### src/rtl/fix_session_engine_if.sv
// fix_session_engine_if: inbound message, local command and outbound request handshakes.
interface fix_session_engine_if #(parameter int HOST_W = 3);
   logic msg_valid_i, msg_ready_o, resend_done_i;
   logic [HOST_W-1:0] msg_host_i;
   logic [2:0] msg_type_i, msg_validity_i;
   logic cmd_valid_i, cmd_ready_o, cmd_op_i;
   logic [HOST_W-1:0] cmd_host_i;
   logic req_valid_o, req_ready_i;
   logic [2:0] req_type_o;
   logic [HOST_W-1:0] req_host_o;
   modport slave (
      input msg_valid_i, msg_host_i, msg_type_i, msg_validity_i, resend_done_i,
      input cmd_valid_i, cmd_host_i, cmd_op_i, req_ready_i,
      output msg_ready_o, cmd_ready_o, req_valid_o, req_type_o, req_host_o
   );
   modport master (
      output msg_valid_i, msg_host_i, msg_type_i, msg_validity_i, resend_done_i,
      output cmd_valid_i, cmd_host_i, cmd_op_i, req_ready_i,
      input msg_ready_o, cmd_ready_o, req_valid_o, req_type_o, req_host_o
   );
endinterface

### src/rtl/fix_session_engine.sv
// fix_session_engine: multi-session FIX session state, heartbeat timers and outbound request queue.
module fix_session_engine #(
   parameter int NUM_SESSIONS = 8,
   parameter int HOST_W = 3,
   parameter int HB_INTERVAL = 30,
   parameter int REQ_DEPTH = 4
) (
   input  logic clk,
   input  logic rst,
   fix_session_engine_if.slave bus,
   input  logic tick_i,
   output logic disconnect_o,
   output logic [HOST_W-1:0] disconnect_host_o,
   output logic fatal_o,
   output logic ignore_o,
   output logic deliver_o,
   output logic do_resend_o,
   output logic update_seq_o,
   output logic [HOST_W-1:0] event_host_o,
   input  logic [HOST_W-1:0] query_host_i,
   output logic [2:0] query_state_o
);
   typedef enum logic [2:0] {DISC, LOGON_SENT, ACTIVE, HB_SENT, RESEND, RESEND_LOGOUT, LOGOUT_SENT} state_t;
   localparam int AW = $clog2(REQ_DEPTH);
   localparam logic [7:0] HB = 8'(HB_INTERVAL);
   state_t st [NUM_SESSIONS];
   state_t cs, ns;
   logic [7:0] tmr [NUM_SESSIONS];
   logic [NUM_SESSIONS-1:0] pend;
   logic [HOST_W-1:0] ptr, sel, idx, eh;
   logic [HOST_W+2:0] mem [REQ_DEPTH];
   logic [AW-1:0] wp, rp;
   logic [AW:0] cnt;
   logic [2:0] ptype, t, v;
   logic full, pop, push, found, msg_acc, cmd_acc, to_acc, acc, rl, dis, fat, ign, dlv, rsd, upd, hi;
   assign t = bus.msg_type_i;
   assign v = bus.msg_validity_i;
   assign hi = v == 3'd1;
   assign full = cnt == (AW+1)'(REQ_DEPTH);
   assign pop = bus.req_valid_o & bus.req_ready_i;
   assign bus.msg_ready_o = rst & ~full;
   assign bus.cmd_ready_o = rst & ~full & ~bus.msg_valid_i;
   assign bus.req_valid_o = cnt != '0;
   assign {bus.req_type_o, bus.req_host_o} = bus.req_valid_o ? mem[rp] : '0;
   assign query_state_o = st[query_host_i];
   assign msg_acc = bus.msg_ready_o & bus.msg_valid_i;
   assign cmd_acc = bus.cmd_ready_o & bus.cmd_valid_i;
   assign to_acc = bus.cmd_ready_o & ~bus.cmd_valid_i & |pend;
   assign acc = msg_acc | cmd_acc | to_acc;
   assign eh = msg_acc ? bus.msg_host_i : cmd_acc ? bus.cmd_host_i : sel;
   assign cs = st[eh];
   // Round-robin timeout pick: first pending session at or after ptr.
   always_comb begin
      sel = '0;
      idx = '0;
      found = 1'b0;
      for (int i = 0; i < NUM_SESSIONS; i++) begin
         idx = HOST_W'((int'(ptr) + i) % NUM_SESSIONS);
         if (!found && pend[idx]) begin
            found = 1'b1;
            sel = idx;
         end
      end
   end
   always_comb begin
      ns = cs;
      push = 1'b0;
      ptype = 3'd0;
      rl = 1'b0;
      dis = 1'b0;
      fat = 1'b0;
      ign = 1'b0;
      dlv = 1'b0;
      rsd = 1'b0;
      upd = 1'b0;
      if (msg_acc) begin
         if (cs == DISC) ign = 1'b1;
         else if (v >= 3'd3) begin
            dis = 1'b1;
            fat = 1'b1;
            ns = DISC;
         end else if (v == 3'd2) ign = 1'b1;
         else begin
            rl = 1'b1;
            if (cs == LOGON_SENT) begin
               push = t == 3'd1 && hi;
               ptype = 3'd3;
               dis = t != 3'd1;
               ns = t != 3'd1 ? DISC : hi ? RESEND : ACTIVE;
            end else if (cs == ACTIVE || cs == HB_SENT) begin
               if (t == 3'd4 && !hi) begin
                  push = 1'b1;
                  ptype = 3'd4;
                  dis = 1'b1;
                  ns = DISC;
               end else if (t == 3'd3) begin
                  rsd = 1'b1;
                  ns = ACTIVE;
               end else if (hi) begin
                  push = 1'b1;
                  ptype = 3'd3;
                  ns = t == 3'd4 ? RESEND_LOGOUT : RESEND;
               end else begin
                  dlv = t == 3'd7;
                  ns = ACTIVE;
               end
            end else if (cs == RESEND || cs == RESEND_LOGOUT) begin
               upd = t == 3'd5 || t == 3'd6;
               dlv = t == 3'd7;
               push = bus.resend_done_i ? cs == RESEND_LOGOUT : hi && t != 3'd5;
               ptype = bus.resend_done_i ? 3'd4 : 3'd3;
               ns = !bus.resend_done_i ? cs : cs == RESEND ? ACTIVE : LOGOUT_SENT;
            end else begin
               rsd = t == 3'd3;
               dis = t != 3'd3;
               ns = t == 3'd3 ? cs : DISC;
            end
         end
      end else if (cmd_acc) begin
         push = !bus.cmd_op_i || cs != DISC;
         ptype = bus.cmd_op_i ? 3'd4 : 3'd1;
         rl = push;
         ns = !bus.cmd_op_i ? LOGON_SENT : cs == DISC ? DISC : LOGOUT_SENT;
      end else if (to_acc) begin
         rl = 1'b1;
         push = cs == ACTIVE || cs == RESEND || cs == RESEND_LOGOUT;
         ptype = 3'd2;
         dis = !push;
         ns = cs == ACTIVE ? HB_SENT : push ? cs : DISC;
      end
   end
   always_ff @(posedge clk) begin
      if (!rst) begin
         for (int i = 0; i < NUM_SESSIONS; i++) begin
            st[i] <= DISC;
            tmr[i] <= 8'd0;
         end
         pend <= '0;
         ptr <= '0;
         wp <= '0;
         rp <= '0;
         cnt <= '0;
         {disconnect_o, fatal_o, ignore_o, deliver_o, do_resend_o, update_seq_o} <= '0;
         disconnect_host_o <= '0;
         event_host_o <= '0;
      end else begin
         // A garbled message neither reloads nor forgets an already expired timer.
         for (int i = 0; i < NUM_SESSIONS; i++)
            if (acc && eh == HOST_W'(i)) begin
               st[i] <= ns;
               tmr[i] <= ns == DISC ? 8'd0 : rl ? HB : (tick_i && tmr[i] != 8'd0) ? tmr[i] - 8'd1 : tmr[i];
               pend[i] <= ns != DISC && !rl && (tmr[i] == 8'd0 ? pend[i] : tick_i && tmr[i] == 8'd1);
            end else if (tick_i && st[i] != DISC && tmr[i] != 8'd0) begin
               tmr[i] <= tmr[i] - 8'd1;
               pend[i] <= pend[i] | (tmr[i] == 8'd1);
            end
         if (to_acc) ptr <= HOST_W'((int'(sel) + 1) % NUM_SESSIONS);
         disconnect_o <= dis;
         fatal_o <= fat;
         disconnect_host_o <= dis ? eh : '0;
         ignore_o <= ign;
         deliver_o <= dlv;
         do_resend_o <= rsd;
         update_seq_o <= upd;
         event_host_o <= (ign | dlv | rsd | upd) ? eh : '0;
         if (push) wp <= wp + AW'(1);
         if (pop) rp <= rp + AW'(1);
         cnt <= cnt + (AW+1)'(push) - (AW+1)'(pop);
      end
   end
   always_ff @(posedge clk)
      if (push) mem[wp] <= {ptype, eh};
endmodule

### src/flat_wrapper.sv
// flat-port wrapper written by rule: the top's interface ports become plain ports
module fix_session_engine_flat 
#(
   parameter int NUM_SESSIONS = 8,
   parameter int HOST_W = 3,
   parameter int HB_INTERVAL = 30,
   parameter int REQ_DEPTH = 4
)
  (clk, rst, tick_i, disconnect_o, disconnect_host_o, fatal_o, ignore_o, deliver_o, do_resend_o, update_seq_o, event_host_o, query_host_i, query_state_o, bus_msg_valid_i, bus_msg_host_i, bus_msg_type_i, bus_msg_validity_i, bus_resend_done_i, bus_cmd_valid_i, bus_cmd_host_i, bus_cmd_op_i, bus_req_ready_i, bus_msg_ready_o, bus_cmd_ready_o, bus_req_valid_o, bus_req_type_o, bus_req_host_o);
  fix_session_engine_if #(.HOST_W(HOST_W)) bus_i ();
  input  logic clk;
  input  logic rst;
  input  logic tick_i;
  output logic disconnect_o;
  output logic [HOST_W-1:0] disconnect_host_o;
  output logic fatal_o;
  output logic ignore_o;
  output logic deliver_o;
  output logic do_resend_o;
  output logic update_seq_o;
  output logic [HOST_W-1:0] event_host_o;
  input  logic [HOST_W-1:0] query_host_i;
  output logic [2:0] query_state_o;
  input wire logic [$bits(bus_i.msg_valid_i)-1:0] bus_msg_valid_i;
  input wire logic [$bits(bus_i.msg_host_i)-1:0] bus_msg_host_i;
  input wire logic [$bits(bus_i.msg_type_i)-1:0] bus_msg_type_i;
  input wire logic [$bits(bus_i.msg_validity_i)-1:0] bus_msg_validity_i;
  input wire logic [$bits(bus_i.resend_done_i)-1:0] bus_resend_done_i;
  input wire logic [$bits(bus_i.cmd_valid_i)-1:0] bus_cmd_valid_i;
  input wire logic [$bits(bus_i.cmd_host_i)-1:0] bus_cmd_host_i;
  input wire logic [$bits(bus_i.cmd_op_i)-1:0] bus_cmd_op_i;
  input wire logic [$bits(bus_i.req_ready_i)-1:0] bus_req_ready_i;
  output wire logic [$bits(bus_i.msg_ready_o)-1:0] bus_msg_ready_o;
  output wire logic [$bits(bus_i.cmd_ready_o)-1:0] bus_cmd_ready_o;
  output wire logic [$bits(bus_i.req_valid_o)-1:0] bus_req_valid_o;
  output wire logic [$bits(bus_i.req_type_o)-1:0] bus_req_type_o;
  output wire logic [$bits(bus_i.req_host_o)-1:0] bus_req_host_o;
  assign bus_i.msg_valid_i = bus_msg_valid_i;
  assign bus_i.msg_host_i = bus_msg_host_i;
  assign bus_i.msg_type_i = bus_msg_type_i;
  assign bus_i.msg_validity_i = bus_msg_validity_i;
  assign bus_i.resend_done_i = bus_resend_done_i;
  assign bus_i.cmd_valid_i = bus_cmd_valid_i;
  assign bus_i.cmd_host_i = bus_cmd_host_i;
  assign bus_i.cmd_op_i = bus_cmd_op_i;
  assign bus_i.req_ready_i = bus_req_ready_i;
  assign bus_msg_ready_o = bus_i.msg_ready_o;
  assign bus_cmd_ready_o = bus_i.cmd_ready_o;
  assign bus_req_valid_o = bus_i.req_valid_o;
  assign bus_req_type_o = bus_i.req_type_o;
  assign bus_req_host_o = bus_i.req_host_o;
  fix_session_engine #(.NUM_SESSIONS(NUM_SESSIONS), .HOST_W(HOST_W), .HB_INTERVAL(HB_INTERVAL), .REQ_DEPTH(REQ_DEPTH)) u_core (.clk(clk), .rst(rst), .bus(bus_i), .tick_i(tick_i), .disconnect_o(disconnect_o), .disconnect_host_o(disconnect_host_o), .fatal_o(fatal_o), .ignore_o(ignore_o), .deliver_o(deliver_o), .do_resend_o(do_resend_o), .update_seq_o(update_seq_o), .event_host_o(event_host_o), .query_host_i(query_host_i), .query_state_o(query_state_o));
endmodule
### config.mk
export PLATFORM = sky130hd
export DESIGN_NAME = fix_session_engine_flat
export DESIGN_NICKNAME = d
export VERILOG_FILES = /design/src/rtl/fix_session_engine_if.sv /design/src/rtl/fix_session_engine.sv /design/src/flat_wrapper.sv
export SDC_FILE = /design/constraint.sdc
export NUM_CORES = 1
export LEC_CHECK = 0
export CELL_PAD_IN_SITES_DETAIL_PLACEMENT = 1
export CELL_PAD_IN_SITES_GLOBAL_PLACEMENT = 1
export CORE_MARGIN = 10
export CORE_UTILIZATION = 44
export CTS_CLUSTER_SIZE = 40
export DETAILED_ROUTE_END_ITERATION = 8
export PLACE_DENSITY = 0.75
export SLEW_MARGIN = 20
export SYNTH_ARGS = -nofsm -noshare
export SYNTH_HDL_FRONTEND = slang
export SYNTH_SLANG_ARGS = --single-unit
### constraint.sdc
create_clock -name clk -period 5.9 [get_ports clk]
set_input_delay 0.885 -clock clk [delete_from_list [all_inputs] [get_ports clk]]
set_output_delay 0.885 -clock clk [all_outputs]
set_load 0.05 [all_outputs]
==> results.json, run 1 <==
{
  "outcome": "completed",
  "drt_iter0_drc": 469,
  "synth_cells": 960,
  "min_path_cells": 2,
  "synthFlopType": "edfxtp_1",
  "post-route-util_pct": 54.0,
  "fmax_mhz": 173,
  "drive_gt1_share_pct": 18.5,
  "viasPerCell": 5.89,
  "tns_ps": 0,
  "final_cells": 1345,
  "synth_common_cells": "edfxtp_1 (112), nor2_1 (108), nand2_1 (105)",
  "cp_slowest_stage_delay_ps": 610,
  "hold_viol": 0,
  "numCtsBuffers": 17,
  "area_delta_synth_final_pct": 20.0,
  "antenna_cells": 0,
  "place_inst": 1297,
  "nets": 1114,
  "synth_top_area_cell": "edfxtp_1",
  "crit_top_cell": "buf_4",
  "synth_warnings": 0,
  "ant_nets": 0,
  "cp-end-kind": "register",
  "reg2reg_slack_ps": 140,
  "grt-ovfl-total": 0,
  "slowest_stage": "or4_4",
  "dr.pass1.iters": 5,
  "crit_family": "compound AO/OA/AOI/OAI gates",
  "relSlewSlack_pct": 50.4,
  "drcViolationCount": 0,
  "cts_tree": "yes",
  "initial_core_util_pct": 45.0,
  "worst_slew_pin_slew_ps": 742,
  "wl_um": 28500,
  "crit_arrival_ps": 5910,
  "power_density_nw_per_um2": 411,
  "clock_sinks": 144,
  "core_um2": 21200,
  "synth_edf_count": 112,
  "clock_latency_ps": 440,
  "avgSynthCellArea_um2": 9.92,
  "fin_crit_ps": 5760,
  "clkTransAtPathRegs_ps": 60,
  "syn_area_um2": 9520,
  "finalSetupViolCount": 0,
  "cts_hold_buf": 0,
  "clock-skew-final_ps": 11.7,
  "grt_antenna_before_repair": 0,
  "p_leak_nw": 4.33,
  "synthTopCellsByArea": "edfxtp_1 (35%), dfxtp_1 (6.7%), mux4_2 (5.7%), ha_1 (4.3%), nor2_1 (4.3%)",
  "synth.most_common_cell": "edfxtp_1",
  "wl_per_cell_um": 21.2,
  "grt_pass1_wl_um": 45000,
  "rows": 53,
  "synthDistinctLibCells": 87,
  "io_buffers": 46,
  "syn_nets": 1017,
  "fillers": 2322,
  "grt_max_degree": 56,
  "min_period_over_period_pct": 97.7,
  "root_buffer": "clkbuf_16",
  "critPathMaxFanout": 12,
  "ir_drop_v": 0.000229,
  "io_pins": 47,
  "crit_required_ps": 6050,
  "synth_top_area_share_pct": 35.3,
  "seq_area_frac_synth_pct": 42.0,
  "ys_ff_latch": 144,
  "crit_chain": "inv_1 > ha_4 > buf_12 > mux2_2 > mux4_2 > a31o_4 > a211oi_1 > or4b_1 > o211ai_1 > buf_4 > or2_2 > o22ai_1 > a21o_2 > o21ai_1 > nor4b_1 > or4_4 > o31a_4 > a31oi_1 > buf_4",
  "cts_buffer_depth": 2,
  "fp.dieW_um": 167,
  "hp-class": "reg2reg",
  "final_max_slew_viol_count": 0,
  "num_vias": 7924,
  "cap_violations": 0,
  "die-area_um2": 27900,
  "path_depth": 19,
  "die_h_um": 167,
  "htreeDepth": 4,
  "criticalPathCategory": "reg2reg",
  "gp_congestion": 0.947,
  "path_buf_inv": 4,
  "dp_hpwl_um": 21500,
  "async_reset_ff_share_pct": 0,
  "grt_pass1_vias": 8133,
  "r2r_cells": 19,
  "cp-start-kind": "register",
  "grt_usage_pct": 19.8
}
-- worst min-delay path: cells and delay by family (launching register included) --
kind / cells / cell delay [ps]
DFF: 1 / 340
muxes: 1 / 140
and+or+nand+nor: 1 / 50
-- cell families after synthesis --
group                    after synthesis  synth area share [%]
AND/OR/NAND/NOR                      397                  20.6
AO/OA/AOI/OAI                        180                  13.8
flip-flops                           144                  42.0
buffers and inverters                 85                  3.86
multiplexers                          61                  9.77
XOR/XNOR                              59                  5.43
adder cells (fa/ha/maj)               34                  4.55
-- final timing paths --
path	from	endpoint
setup / recovery	u_core.ptr[1]	u_core.tmr[0][4]
setup reg to reg	u_core.ptr[1]	u_core.tmr[0][4]
hold / removal	u_core.wp[1]	u_core.wp[1]
hold reg to reg	u_core.wp[1]	u_core.wp[1]
-- area by class of cell --
type	instances	area, um^2	area share, %
multi-input combinational	731	5310	46.4
sequential	144	4000	35.0
timing repair buffer	121	1060	9.24
clock buffer	22	487	4.26
tap	275	344	3.01
inverter	42	160	1.40
clock inverter	10	71.3	0.624
-- cells in the final DEF, fill, tap and decap left out, types with 29 or more instances in the layout --
| cell | instances |
|---|---|
| and3_1 | 29 |
| buf_4 | 72 |
| a21oi_1 | 35 |
| nor2_1 | 108 |
| inv_1 | 40 |
| clkdlybuf4s50_1 | 45 |
| xnor2_1 | 42 |
| nand2_1 | 105 |
| edfxtp_1 | 112 |
| ha_1 | 32 |
| dfxtp_1 | 32 |
| nor3_1 | 34 |
-- layer usage --
layer,routed length (um),GRT usage [%],vias up
met4,578,6.15,0
li1,-,-,3750
met2,14100,33.5,190
met1,12700,25.1,3937
met5,0,0,-
met3,1240,3.77,47
-- registers in the layout (all words and copies together), names as in the netlist, named ones only --
signal	count
u_core.pend	8
u_core.tmr	64
u_core.fatal_o	1
u_core.disconnect_host_o	3
u_core.ptr	3
u_core.update_seq_o	1
u_core.wp	2
u_core.disconnect_o	1
u_core.rp	2
u_core.cnt	3
u_core.ignore_o	1
u_core.deliver_o	1
u_core.do_resend_o	1
u_core.st	24
u_core.event_host_o	3
u_core.mem	24
-- report_power, final --
part / switching, W / total, W / internal, W
Sequential: 0.000197 / 0.00156 / 0.00137
Combinational: 0.00124 / 0.00211 / 0.000868
Clock: 0.000440 / 0.00103 / 0.000591
Total: 0.00188 / 0.00470 / 0.00283
-- per-stage QoR --
step,setup slack (ps),total power [W],area [um^2],hold slack (ps)
2_1_floorplan,-120,0.00292,9530,526
3_3_place_gp,34.3,0.00351,10600,541
3_5_place_dp,-196,0.00357,10600,579
4_1_cts,2.20,0.00465,11200,587
5_1_grt,-50.6,0.00498,11400,629
6_report,136,0.00470,11400,579
-- timing repair --
item / in CTS / in global routing
pin swaps: 0 / 12
endpoints found under the setup margin: 99 / 128
buffers inserted: 0 / 16
gates resized for setup: 6 / 21
No activity file was read; power rests on OpenSTA's default activity.
==> run 2: changes to the inputs <==
--- a/config.mk
+++ b/config.mk
@@ -12,7 +12,7 @@
 export CTS_CLUSTER_SIZE = 40
 export DETAILED_ROUTE_END_ITERATION = 8
 export PLACE_DENSITY = 0.75
-export SLEW_MARGIN = 20
 export SYNTH_ARGS = -nofsm -noshare
 export SYNTH_HDL_FRONTEND = slang
 export SYNTH_SLANG_ARGS = --single-unit
+export TNS_END_PERCENT = 10
==> results of run 2 <==
Final layout, timing and power as in run 1 (identical DEF).
==> run 3: changes to the inputs <==
--- a/config.mk
+++ b/config.mk
@@ -8,10 +8,11 @@
 export CELL_PAD_IN_SITES_DETAIL_PLACEMENT = 1
 export CELL_PAD_IN_SITES_GLOBAL_PLACEMENT = 1
 export CORE_MARGIN = 10
-export CORE_UTILIZATION = 44
+export CORE_UTILIZATION = 46
 export CTS_CLUSTER_SIZE = 40
 export DETAILED_ROUTE_END_ITERATION = 8
-export PLACE_DENSITY = 0.75
+export DONT_BUFFER_PORTS = 1
+export PLACE_DENSITY_LB_ADDON = 0.3
 export SYNTH_ARGS = -nofsm -noshare
 export SYNTH_HDL_FRONTEND = slang
 export SYNTH_SLANG_ARGS = --single-unit
==> run 3 against run 2 <==
Against the previous run:
- clock power increased by 11%
- critical endpoint is now u_core.tmr[0][56]
- critical path depth decreased by 2
- register-to-register slack improved by 70 ps
- non-clock buffer count decreased by 69
- clock skew about the same
==> results.json, run 3 (synthesized netlist as in run 1, its figures left out) <==
{
  "fin_crit_ps": 5690,
  "cts_tree": "yes",
  "dp_hpwl_um": 20300,
  "die_h_um": 164,
  "final_cell_mix": "edfxtp_1 (112), nor2_1 (108), nand2_1 (105), buf_4 (48), xnor2_1 (42)",
  "grt_pass1_vias": 8060,
  "numCtsBuffers": 17,
  "ant_nets": 0,
  "drcViolationCount": 0,
  "dpl_worst_slack_ps": -200,
  "finalSetupViolCount": 0,
  "hp-class": "reg2reg",
  "grt_pass1_wl_um": 43500,
  "wl_per_cell_um": 21.6,
  "cap_violations": 0,
  "crit_arrival_ps": 5840,
  "regArea_um2": 4000,
  "clkTransAtPathRegs_ps": 70,
  "design_area_um2": 10800,
  "num_vias": 7799,
  "cts_buffer_depth": 2,
  "grt_usage_pct": 20.3,
  "worst_slack_ps": 205,
  "clock-skew-final_ps": 11.3,
  "grt_antenna_before_repair": 0,
  "drive_gt1_share_pct": 17.2,
  "largest_register_ff_count": 64,
  "core_um2": 20300,
  "hold_viol": 0,
  "crit_required_ps": 6050,
  "wl_um": 27400,
  "power_density_nw_per_um2": 430,
  "antenna_cells": 0,
  "placed_area_um2": 10000,
  "grt_max_degree": 67,
  "cts_hold_buf": 0,
  "die-area_um2": 26900,
  "root_buffer": "clkbuf_16",
  "relSlewSlack_pct": 51.4,
  "critPathMaxFanout": 12,
  "io_buffers": 0,
  "rows": 52,
  "worst_slew_pin_slew_ps": 726,
  "outcome": "completed",
  "initial_core_util_pct": 46.9,
  "gp_congestion": 0.962,
  "grt-ovfl-total": 0,
  "nets": 1045,
  "fp.dieW_um": 164,
  "fillers": 2286,
  "ir_drop_v": 0.000199,
  "criticalPathCategory": "reg2reg",
  "htreeDepth": 4,
  "viasPerCell": 6.14,
  "largest-register": "u_core.tmr",
  "clock_sinks": 144,
  "multiInputGateArea_um2": 5270,
  "fmax_mhz": 176,
  "cp-end-kind": "register",
  "area_delta_synth_final_pct": 13.5,
  "io_pins": 47,
  "clock_latency_ps": 430,
  "final_common_cell": "edfxtp_1",
  "cp-start-kind": "register",
  "dr.pass1.iters": 5,
  "largestRegisters": "u_core.tmr (64), u_core.mem (24), u_core.st (24)",
  "final_max_slew_viol_count": 0,
  "p_leak_nw": 4.05,
  "drt_iter0_drc": 551,
  "min_period_over_period_pct": 96.5
}
## run 3: final timing paths
check | to | start | depth (start not counted) | slack [ps]
hold / removal | u_core.wp[1] | u_core.wp[1] | 2 | 560
setup / recovery | u_core.tmr[0][56] | u_core.ptr[0] | 17 | 210
hold reg to reg | u_core.wp[1] | u_core.wp[1] | 2 | 560
setup reg to reg | u_core.tmr[0][56] | u_core.ptr[0] | 17 | 210
## run 3: routing by layer
layer | vias up | share of wire (%) | global-route usage (%)
met2 | 241 | 50 | 34.6
met1 | 3905 | 41 | 24.6
met5 | - | 0 | 0
li1 | 3608 | - | -
met4 | 0 | 1.9 | 6.50
met3 | 45 | 6.8 | 5.28
## run 3: critical path, stage by stage (launching register included)
cell and delay, ps:
dfxtp_1 350, inv_2 70, ha_4 360, mux2_2 420
mux4_2 570, a21o_1 230, a2111oi_4 470, o31ai_2 110
buf_4 180, or2_2 310, o22ai_1 290, a21o_2 260
o21ai_1 140, nor4b_1 160, or4_4 620, o31a_4 460
a31oi_1 210, buf_4 200
## run 3: cell type report
type | instances | share of cell area, %
Timing Repair Buffer | 52 | 3.91
Inverter | 42 | 1.48
Clock inverter | 15 | 1.77
Sequential cell | 144 | 37.0
Multi-Input combinational cell | 731 | 48.8
Clock buffer | 17 | 3.93
Tap cell | 270 | 3.12
## run 3: through the flow
stage / cells / hold slack (ps) / setup TNS (ps) / util (%) / power (W)
after global routing: 1271 / 570 / -192 / 53.3 / 0.00493
after CTS: 1268 / 571 / 0 / 52.6 / 0.00459
after global placement: 1234 / 545 / -694 / 49.4 / 0.00336
after detailed placement: 1234 / 554 / -12710 / 49.4 / 0.00342
final: 1271 / 564 / 0 / 53.3 / 0.00465
after floorplan: 960 / 526 / -4030 / - / 0.00292
## run 3: power by group
group | internal [W] | switching [W]
Combinational | 0.000745 | 0.00117
Clock | 0.000647 | 0.000492
Sequential | 0.00137 | 0.000233
## run 3: repair_timing
item	in CTS	in global routing
gates resized for setup	3	18
cloned	0	1
buffers inserted	2	2
pin swaps	1	2
setup endpoints to repair	108	128
endpoints found under the hold margin	0	0
==> variant 1, RTL diff (config.mk and constraints of run 2) <==
`REQ_DEPTH` is set to 4 in 2 places; all go to 8.
--- a/src/rtl/fix_session_engine.sv
+++ b/src/rtl/fix_session_engine.sv
@@ -4,5 +4,5 @@
    parameter int HOST_W = 3,
    parameter int HB_INTERVAL = 30,
-   parameter int REQ_DEPTH = 4
+   parameter int REQ_DEPTH = 8
 ) (
    input  logic clk,
--- a/src/flat_wrapper.sv
+++ b/src/flat_wrapper.sv
@@ -5,5 +5,5 @@
    parameter int HOST_W = 3,
    parameter int HB_INTERVAL = 30,
-   parameter int REQ_DEPTH = 4
+   parameter int REQ_DEPTH = 8
 )
   (clk, rst, tick_i, disconnect_o, disconnect_host_o, fatal_o, ignore_o, deliver_o, do_resend_o, update_seq_o, event_host_o, query_host_i, query_state_o, bus_msg_valid_i, bus_msg_host_i, bus_msg_type_i, bus_msg_validity_i, bus_resend_done_i, bus_cmd_valid_i, bus_cmd_host_i, bus_cmd_op_i, bus_req_ready_i, bus_msg_ready_o, bus_cmd_ready_o, bus_req_valid_o, bus_req_type_o, bus_req_host_o);
Function: not settled (the Yosys comparison gave no result); the edit may change what the design does.
==> variant 1 against run 2 <==
  * Count of clock-buffer cells in the layout down 5
  * Power is 33% higher
  * Routed wire length up 12%
  * Cell area grew 8.9%
  * Combinational power up 49%
  * Sequential cell count up 28
  * Setup slack improved by 150 ps
  * Area after synthesis is 12% higher
  * Global-route usage up 0.89 points
  * Largest power group unchanged
  * Worst hold slack worse by 75 ps
  * Critical path depth down 2
==> variant 1: results (changes against run 2) <==
global router's overall resource usage 20.72% (was 19.83%); setup slack at placement 7.797 ps (was -195.9 ps); post-DR wirelength/cell 22.34 um (was 21.20 um); Filler cells 2571 (was 2322); Placed Instances 1398 (was 1297); result of the run finished, final reports clean (unchanged); number of flops mapped to enable cells by yosys 136 (was 112); cell types with the highest counts after synthesis edfxtp_1, nand2_1, nor2_1, inv_1, nor3_1 (was edfxtp_1, nor2_1, nand2_1, xnor2_1, inv_1); registers with the highest flip-flop counts u_core.tmr x64, u_core.mem x48, u_core.st x24 (was u_core.tmr x64, u_core.mem x24, u_core.st x24); pin count of the biggest net entering global routing 29 (was 56); remaining max-slew budget at the tightest pin 22.91% (was 50.36%); worst hold-check slack 504.4 ps (was 579.4 ps); routability cong. 0.9235 (was 0.9467); gate count after technology mapping 1023 (was 960); proportion of synthesized area in mux cells 10.35% (was 9.774%); Mapped Nets 1082 (was 1017); largest cells by area after synthesis edfxtp_1, mux4_2, dfxtp_1, ha_1, nand2_1 (was edfxtp_1, dfxtp_1, mux4_2, ha_1, nor2_1); family of cells with the greatest summed delay on the critical path multiplexers (was compound AO/OA/AOI/OAI gates); fraction of layout instances using a drive strength above 1 15.89% (was 18.50%); critical path startpoint u_core.ptr[0]$_SDFFE_PN0P_ (was u_core.ptr[1]$_SDFFE_PN0P_); post-synthesis share of cell area spent on xor and xnor gates 4.534% (was 5.426%); total of cells resized after clock tree synthesis 1 (was 6); placed wire-length estimate 23100 um (was 21520 um); overall via count from detail_route 8776 (was 7924); post-synthesis cell type count 76 (was 87); adder and majority gate portion of the synthesized area 4.310% (was 4.545%); crit path max-delay cell type mux4_2 (was or4_4); worst clock skew on the final layout 18.91 ps (was 11.69 ps); instance area at placement 11760 um^2 (was 10600 um^2); initial drt markers 773 (was 469)
variant 1: cell count changes after synthesis, sizes merged, moves of 12 or more:
cell / before / now
and3: 29 / 14
and2: 24 / 10
nand3: 20 / 36
xnor2: 42 / 26
a211oi: 6 / 22
xor2: 17 / 29
edfxtp: 112 / 136
variant 1: layout make-up:
type	instances	area share, %
multi-input combinational	751	44.14
sequential	172	38.59
timing repair buffer	110	7.658
clock buffer	17	3.417
tap	319	3.206
clock inverter	15	1.507
inverter	48	1.447
timing repair inverter	1	0.04020
variant 1: report_power, final:
group / switching (mW) / leakage, nW / internal [mW]
Combinational: 1.98 / 2.55 / 1.18
Sequential: 0.273 / 1.67 / 1.69
Clock: 0.588 / 0.298 / 0.578
Total: 2.84 / 4.52 / 3.44
variant 1: per-layer routing:
layer	vias up	part of all wire [%]	track usage, %
met5	-	0	0
met4	0	2.8	8.124
met1	4393	43	25.93
li1	4031	-	-
met2	291	48	34.85
met3	61	6.1	3.710
==> variant 2, RTL diff (settings of run 2) <==
Made on the original files. `HB_INTERVAL` is set to 30 in 2 places; all go to 15.
--- a/src/rtl/fix_session_engine.sv
+++ b/src/rtl/fix_session_engine.sv
@@ -3,5 +3,5 @@
    parameter int NUM_SESSIONS = 8,
    parameter int HOST_W = 3,
-   parameter int HB_INTERVAL = 30,
+   parameter int HB_INTERVAL = 15,
    parameter int REQ_DEPTH = 4
 ) (
--- a/src/flat_wrapper.sv
+++ b/src/flat_wrapper.sv
@@ -4,5 +4,5 @@
    parameter int NUM_SESSIONS = 8,
    parameter int HOST_W = 3,
-   parameter int HB_INTERVAL = 30,
+   parameter int HB_INTERVAL = 15,
    parameter int REQ_DEPTH = 4
 )
Function: not settled (the Yosys comparison gave no result); the edit may change what the design does.
==> variant 2 against run 2 <==
  * Sequential cell count did not move
  * Fmax is 1.9% higher
  * Critical path depth increased by 1
  * Area after synthesis is 4.4% higher
  * Power is 15% higher
  * Synthesized cell count rose by 6.7%
  * Global-route usage increased by 1.3 points
  * Routed wire length rose by 8.8%
  * Worst hold slack worse by 9.3 ps
  * Non-clock buffer count decreased by 22
  * Setup slack better by 110 ps
  * First-iteration DRC count grew 69%
  * Cell area grew 1.3%
  * Highest routed layer unchanged
==> variant 2: results (changes against run 2) <==
result of the run finished, final reports clean (unchanged); global-route wire length before repair 49250 um (was 45020 um); P_leak 4.200 nW (was 4.328 nW); placed wire-length estimate 22420 um (was 21520 um); cts bufs inserted 17 (unchanged); cell types with the highest counts after synthesis nand2_1, edfxtp_1, nor2_1, o21ai_0, inv_1 (was edfxtp_1, nor2_1, nand2_1, xnor2_1, inv_1); endpoint of the most critical setup path u_core.tmr[0][62]$_SDFFCE_PN0P_ (was u_core.tmr[0][4]$_SDFFCE_PN0P_); crit path max-delay cell type a221o_2 (was or4_4); FF-to-FF path depth 20 (was 19); Mapped Avg Cell Area 9.710 um^2 (was 9.921 um^2); launch instance of the worst min-delay path u_core.rp[1]$_SDFFE_PN0P_ (was u_core.wp[1]$_SDFFE_PN0P_); instance area at placement 10910 um^2 (was 10600 um^2); Filler cells 2453 (was 2322); FF-to-FF setup slack 250 ps (was 140 ps); Placed Instances 1349 (was 1297); pin count of the biggest net entering global routing 48 (was 56); reg-to-reg endpoint u_core.tmr[0][62]$_SDFFCE_PN0P_ (was u_core.tmr[0][4]$_SDFFCE_PN0P_); routability cong. 0.9816 (was 0.9467); worst hold-check slack 570.2 ps (was 579.4 ps); buffer cell driving the clock tree root clkbuf_16 (unchanged); Max Fanout on Critical Path 23 (was 12); routed via count divided by cell count 6.289 (was 5.891); vias in the first global route 8958 (was 8133); Worst Tran Pin Value 855.0 ps (was 742.2 ps); global router's overall resource usage 21.14% (was 19.83%); sequential element share of the synthesized area 40.27% (was 42.04%); setup slack at placement -7.165 ps (was -195.9 ps); post-synthesis cell type count 79 (was 87); initial antenna violation count 0 (unchanged); Final Cycle Share 95.84% (was 97.69%); crit-path max cell delay 470 ps (was 610 ps); worst clock skew on the final layout 13.41 ps (was 11.69 ps); critical path arrival 5860 ps (was 5910 ps); post-DR wirelength/cell 22.43 um (was 21.20 um); fraction of layout instances using a drive strength above 1 16.50% (was 18.50%); Post-Layout Cell Count 1383 (was 1345); largest cells by area after synthesis edfxtp_1, dfxtp_1, mux4_2, nand2_1, ha_1 (was edfxtp_1, dfxtp_1, mux4_2, ha_1, nor2_1); Nets 1147 (was 1114); peak supply drop 0.2075 mV (was 0.2292 mV); initial drt markers 794 (was 469)
-- variant 2: logic make-up (layout without fill, tap and decap cells) --
logic type | Yosys count | after routing | share of synthesized area (%)
simple gates | 400 | 400 | 19.60
xor+xnor | 57 | 57 | 5.172
buf+inv | 103 | 182 | 4.568
mux | 62 | 62 | 9.739
compound gates | 224 | 224 | 16.30
fa+ha+maj | 34 | 34 | 4.354
flops | 144 | 144 | 40.27
-- variant 2: timing repair --
action | CTS | global route
setup buffers | 0 | 1
cloned | 0 | 1
hold buffers | 0 | 0
pin swaps | 0 | 1
resized for setup | 2 | 22
setup endpoints to repair | 33 | 133
-- variant 2: area by class of cell --
type	count	area [um^2]	area share [%]
clock buffer	17	425.4	3.675
clock inverter	15	153.9	1.329
inverter	51	196.4	1.697
multi-input combinational	777	5535	47.82
sequential	144	4005	34.60
tap	280	350.3	3.026
timing repair buffer	99	909.6	7.858
-- variant 2: critical path: cells and delay by family, from the launching register on --
kind	cells	cell delay, ps
AO/OA/AOI/OAI	6	1980
buffers and inverters	5	810
multiplexers	4	960
AND/OR/NAND/NOR	4	1030
flip-flops	1	350
adder cells (fa/ha/maj)	1	310
-- variant 2: metal layers --
layer  routed length [um]  vias up  share of wire [%]  track usage [%]
met5                    0        -                  0                0
met4                  485        0                1.6            5.416
met3                 1773       46                5.7            3.494
met2                15140      266                 49            35.96
met1                13620     4380                 44            27.31
li1                     -     4006                  -                -
-- variant 2: power by group --
part | switching, mW | leakage [nW] | internal [mW] | total [mW]
Combinational | 1.68 | 2.51 | 1.03 | 2.71
Sequential | 0.232 | 1.42 | 1.42 | 1.65
Clock | 0.477 | 0.274 | 0.593 | 1.07
